<file path="src/rtl/bcd_pkg.sv">
// Shared BCD definitions: FSM states, digit width and saturation helpers
// used by the serial converter and the other BCD-input blocks.
package bcd_pkg;

    typedef enum logic {
        IDLE  = 1'b0,
        SHIFT = 1'b1
    } state_t;

    localparam int unsigned BCD_DIGIT_W = 4;

    // Packed BCD word with every digit set to 9 (up to 16 digits).
    function automatic logic [63:0] bcd_all_nines(input int unsigned digits);
        logic [63:0] r;
        r = '0;
        for (int unsigned i = 0; i < digits; i++) begin
            r = (r << BCD_DIGIT_W) | 64'h9;
        end
        return r;
    endfunction

    // Largest binary value representable in the given number of digits.
    function automatic logic [63:0] bcd_max_value(input int unsigned digits);
        logic [63:0] r;
        r = 64'd1;
        for (int unsigned i = 0; i < digits; i++) begin
            r = r * 64'd10;
        end
        return r - 64'd1;
    endfunction

endpackage

</file>
<file path="src/rtl/bcd_digit_adjust.sv">
// Double-dabble digit correction: adds 3 to a BCD digit of 5 or more
// so that the following left shift carries correctly into the next digit.
module bcd_digit_adjust
    import bcd_pkg::*;
(
    input  logic [BCD_DIGIT_W-1:0] d,
    output logic [BCD_DIGIT_W-1:0] q
);

    always_comb begin
        q = d;
        if (d >= BCD_DIGIT_W'(5)) begin
            q = d + BCD_DIGIT_W'(3);
        end
    end

endmodule

</file>
<file path="src/rtl/bin_to_bcd_serial.sv">
// Serial binary-to-BCD converter (shift-and-add-3, one bit per clock) with
// saturation to all-nines and an overflow flag for out-of-range operands.
module bin_to_bcd_serial
    import bcd_pkg::*;
#(
    parameter int unsigned BIN_WIDTH = 14,
    parameter int unsigned DIGITS    = 4
) (
    input  logic                          CLK,
    input  logic                          RESET,
    input  logic                          START,
    input  logic [BIN_WIDTH-1:0]          BIN_IN,
    output logic                          BUSY,
    output logic                          DONE,
    output logic [BCD_DIGIT_W*DIGITS-1:0] BCD_OUT,
    output logic                          OVERFLOW
);

    localparam int unsigned BCD_W = BCD_DIGIT_W * DIGITS;
    localparam int unsigned CNT_W = $clog2(BIN_WIDTH + 1);
    localparam logic [BCD_W-1:0] SAT_VALUE = BCD_W'(bcd_all_nines(DIGITS));
    localparam logic [63:0] MAX_VALUE = bcd_max_value(DIGITS);

    state_t               state, state_n;
    logic [CNT_W-1:0]     cnt, cnt_n;
    logic [BIN_WIDTH-1:0] bin_sr, bin_n;
    logic [BCD_W-1:0]     scratch, scratch_n;
    logic [BCD_W-1:0]     adj, scratch_shift;
    logic                 ovf_latch, latch_n;
    logic [BCD_W-1:0]     bcd_n;
    logic                 ovf_n, done_n;

    for (genvar i = 0; i < DIGITS; i++) begin : g_adj
        bcd_digit_adjust u_adj (
            .d (scratch[i*BCD_DIGIT_W +: BCD_DIGIT_W]),
            .q (adj[i*BCD_DIGIT_W +: BCD_DIGIT_W])
        );
    end

    // The adjusted MSB falls off the top; saturation covers out-of-range inputs.
    assign scratch_shift = (adj << 1) | BCD_W'(bin_sr[BIN_WIDTH-1]);

    assign BUSY = (state != IDLE);

    always_comb begin
        state_n   = state;
        cnt_n     = cnt;
        bin_n     = bin_sr;
        scratch_n = scratch;
        latch_n   = ovf_latch;
        bcd_n     = BCD_OUT;
        ovf_n     = OVERFLOW;
        done_n    = 1'b0;
        case (state)
            IDLE: begin
                if (START) begin
                    state_n   = SHIFT;
                    bin_n     = BIN_IN;
                    scratch_n = '0;
                    cnt_n     = CNT_W'(BIN_WIDTH);
                    latch_n   = (64'(BIN_IN) > MAX_VALUE);
                end
            end
            SHIFT: begin
                scratch_n = scratch_shift;
                bin_n     = bin_sr << 1;
                cnt_n     = cnt - CNT_W'(1);
                if (cnt == CNT_W'(1)) begin
                    state_n = IDLE;
                    bcd_n   = ovf_latch ? SAT_VALUE : scratch_shift;
                    ovf_n   = ovf_latch;
                    done_n  = 1'b1;
                end
            end
            default: state_n = IDLE;
        endcase
    end

    always_ff @(posedge CLK or posedge RESET) begin
        if (RESET) begin
            state     <= IDLE;
            cnt       <= '0;
            bin_sr    <= '0;
            scratch   <= '0;
            ovf_latch <= 1'b0;
            BCD_OUT   <= '0;
            OVERFLOW  <= 1'b0;
            DONE      <= 1'b0;
        end else begin
            state     <= state_n;
            cnt       <= cnt_n;
            bin_sr    <= bin_n;
            scratch   <= scratch_n;
            ovf_latch <= latch_n;
            BCD_OUT   <= bcd_n;
            OVERFLOW  <= ovf_n;
            DONE      <= done_n;
        end
    end

endmodule
</file>
<file path="config.mk">
export PLATFORM = sky130hd
export DESIGN_NAME = bin_to_bcd_serial
export DESIGN_NICKNAME = d
export VERILOG_FILES = /design/src/rtl/bcd_pkg.sv /design/src/rtl/bcd_digit_adjust.sv /design/src/rtl/bin_to_bcd_serial.sv
export SDC_FILE = /design/constraint.sdc
export NUM_CORES = 1
export LEC_CHECK = 0
export ABC_AREA = 1
export BUFFER_PORTS_ARGS = -buffer_cell sky130_fd_sc_hd__buf_2
export CORE_MARGIN = 4
export CORE_UTILIZATION = 58
export DETAILED_ROUTE_END_ITERATION = 6
export PLACE_DENSITY = 0.81
export SYNTH_ARGS = -nofsm -noshare
export SYNTH_HDL_FRONTEND = slang
export SYNTH_SLANG_ARGS = --single-unit
export TNS_END_PERCENT = 50
</file>
<file path="constraint.sdc">
create_clock -name CLK -period 3.9 [get_ports CLK]
set_input_delay 0.78 -clock CLK [delete_from_list [all_inputs] [get_ports CLK]]
set_output_delay 0.78 -clock CLK [all_outputs]
set_load 0.005 [all_outputs]
</file>
==> metrics.md <==
| Metric | Value |
|---|---|
| Post-route setup TNS | 0 ns |
| Post-CTS Resized | 0 |
| Req. time, crit path | roughly 3.1 ns |
| Finished Core Util | approximately two thirds |
| Fin cells | 407 |
| Grt peak-use layer | met2 |
| Layout cells sized above 1 | roughly 15% |
| Number of routed nets with antenna violations | 0 |
| Startpoint Class | flop |
| Top Family by Delay on Critical Path | flip-flops |
| Layout Nets | 382 |
| Port Buffers | 35 |
| Fin crit period | 2.11 ns |
| Area growth from synthesis to layout | 11.9% |
| GRT met2 Usage | between 30% and 40% |
| DR iter-0 viols | 100 |
| Antenna cells | 0 |
| Die X | 75.2 um |
| Initial DRT Pass Iterations | 4 |
| First-pass GRT wire length | 9270 um |
| Final Max Tran Viols | 0 |
| Crit-path max FO | 23 |
| Setup crit end kind | output port |
| Setup Viol. Count Final | 0 |
| Drt total wl | roughly 5400 um |
| Hold WC Path Type | reg -> reg |
| Ports | 36 |
| Leakage | 0.00160 uW |
| Power density cells | about 850 nW/um2 |
| Core area | approximately 4400 um2 |
| Die height | roughly 75 um |
| Routed wire per std cell | 13.3 um |
| Post-synthesis cell count | 320 |
| Reg clk slew, reported paths | approximately 0.090 ns |
| Clock skew | between 0.005 and 0.006 ns |
| Clock buffer count from CTS | 5 |
| DP Worst Slack | approximately 1.8 ns |
| Worst EP arrival | between 1 and 1.5 ns |
| H-tree depth | 2 |
| Fmax | ~470 MHz |
| Hold path endpoint | BCD_OUT[9] |
| Status | complete, no violations |
| Die ar. | about 5700 um2 |
| Synth cell types | 23 |
| Crit-path slowest cell | dfrtp_1 |
| Final global-route overflow total | 0 |
| CP max stage delay | approximately 0.53 ns |
| Placer Congestion | around 0.88 |
| Post-synthesis sequential area ratio | 51.6% |
| RSZ-0062 raised after global routing | false |
| Period utilization | between 50% and 60% |
| Reg2reg end | bin_sr[9] |
| Setup WS post-layout | 1.79 ns |
| Post-CTS setup buffers | 0 |
| Post-synthesis register bit count | 54 |
| Largest net degree at the start of global routing | 55 |
| Avg Cell Area, Syn | 8.18 um2 |
| Worst Tran Pin Value | 1.11 ns |
| CTS tree | yes |
| Post-synth net total | between 300 and 400 |
| Rel. slew slack | 25.9% |
| CTS Sinks | 54 |
| Hold path startpoint | BCD_OUT[9] |
| DP Wirelength | about 3800 um |
| Initial antenna violation count | 0 |
| Synth warnings | 0 |
| Clk buf depth | 2 |
| GR met1 Demand/Resource | about a quarter |
| Final hold slack | 0.479 ns |
| Reg2reg setup slack | slightly below 2 ns |
| Crit-path cells | buf_4 -> buf_2 |
| Netlist area before placement | around 2600 um2 |
| Worst hold stages | 2 |
| Met3 usage | around 3.3% |
| Gr usage total | 21.8% |
| Root Driver | clkbuf_8 |
| Post-placement cell count | 400 |
| Via count | around 2,100 |
| Worst reg2reg path depth | 5 |
| Max_cap viols | 0 |
| Routed vias/inst | ~5.2 |
| Max rail drop VDD | around 0.39 mV |
| CP Buf/Inv Count | 2 |
| Initial cell density of the core | 60.1% |
| CP Class | reg -> out |
| Fin. Hold Viols | 0 |
| Vias in the first global route | between 2,000 and 2,500 |
| CTS Hold Buffers Added | 0 |
| DR DRC count | 0 |
| Insertion delay to the later sink of the worst-skew pair | 0.31 ns |
| Rows | 24 |
| Worst r2r src | BUSY |
[logic make-up after synthesis]
| logic type | Yosys count | share of synthesized area, % |
|---|---|---|
| AND/OR/NAND/NOR | 177 | 29.2 |
| flip-flops | 54 | 51.6 |
| buffers and inverters | 46 | 7.41 |
| AO/OA/AOI/OAI | 33 | 6.98 |
| adder cells (fa/ha/maj) | 10 | 4.78 |
[metal layers]
layer,vias to the layer above,wire length [um]
li1,1082,-
met1,995,2410
met2,46,2650
met3,7,243
met4,0,85
met5,-,0
[cell usage after synthesis, drive strengths merged]
cell | count | area (um2)
a21oi | 7 | 35.0
a22o | 1 | 8.76
a22oi | 1 | 7.51
buf | 8 | 51.3
clkbuf | 1 | 3.75
dfrtp | 54 | 1350
ha | 10 | 125
inv | 37 | 139
nand2 | 106 | 405
nand3 | 44 | 220
nand4 | 2 | 12.5
nor2 | 21 | 103
o211ai | 2 | 15.0
o21ai | 17 | 85.1
o22ai | 5 | 31.3
or2 | 4 | 25.0
[power breakdown]
group          internal (uW)  switching (uW)
combinational            421             702
clock                    205             173
sequential               831             174
[metrics by stage]
step | power [uW] | area [um2]
after global placement | 2080 | 2820
after detailed placement | 2130 | 2820
after CTS | 2520 | 2930
after global routing | 2760 | 2930
after floorplan | 1810 | 2620
final | 2510 | 2930
[worst max path at each step]
stage	slack (ns)	startpoint	end	cells after the start
detailed placement	1.78	START	cnt[1]	5
CTS	1.78	BUSY	BUSY	2
global route	1.70	BUSY	BUSY	2
finish	1.79	BUSY	BUSY	2
global placement	1.84	START	cnt[1]	5
floorplan	1.81	RESET	BCD_OUT[0]	1
[sequential cells by signal, summed over array words and instances, names as in the netlist]
signal / cells
BCD_OUT: 16
scratch: 16
bin_sr: 14
cnt: 4
BUSY: 1
DONE: 1
OVERFLOW: 1
ovf_latch: 1
[cell usage in the layout (no fill, tap or decap), types with 3 or more instances in the layout]
master	synthesis	layout
nand2_1	105	105
dfrtp_1	54	54
nand3_1	44	44
buf_2	5	35
inv_1	35	34
nor2_1	19	19
o21ai_0	17	17
ha_1	10	10
a21oi_1	7	7
clkbuf_8	0	6
o22ai_1	5	5
inv_2	2	3
[area by class of cell]
| type | count | area [um2] |
|---|---|---|
| fillers | 359 | 1420 |
| flip-flops and latches | 54 | 1350 |
| multi-input cells | 220 | 1070 |
| repair buffers | 37 | 190 |
| inverters | 37 | 139 |
| clock buffers | 6 | 82.6 |
| well taps | 52 | 65.1 |
| clock inverters | 1 | 30.0 |
[worst register-to-register path, cell delays in order, from the launching register on]
cell	delay, ns
dfrtp_1	0.50
inv_2	0.22
nand2_1	0.28
inv_1	0.62
nand2_1	0.10
o211ai_1	0.11
(Power assumes the default switching activity.)
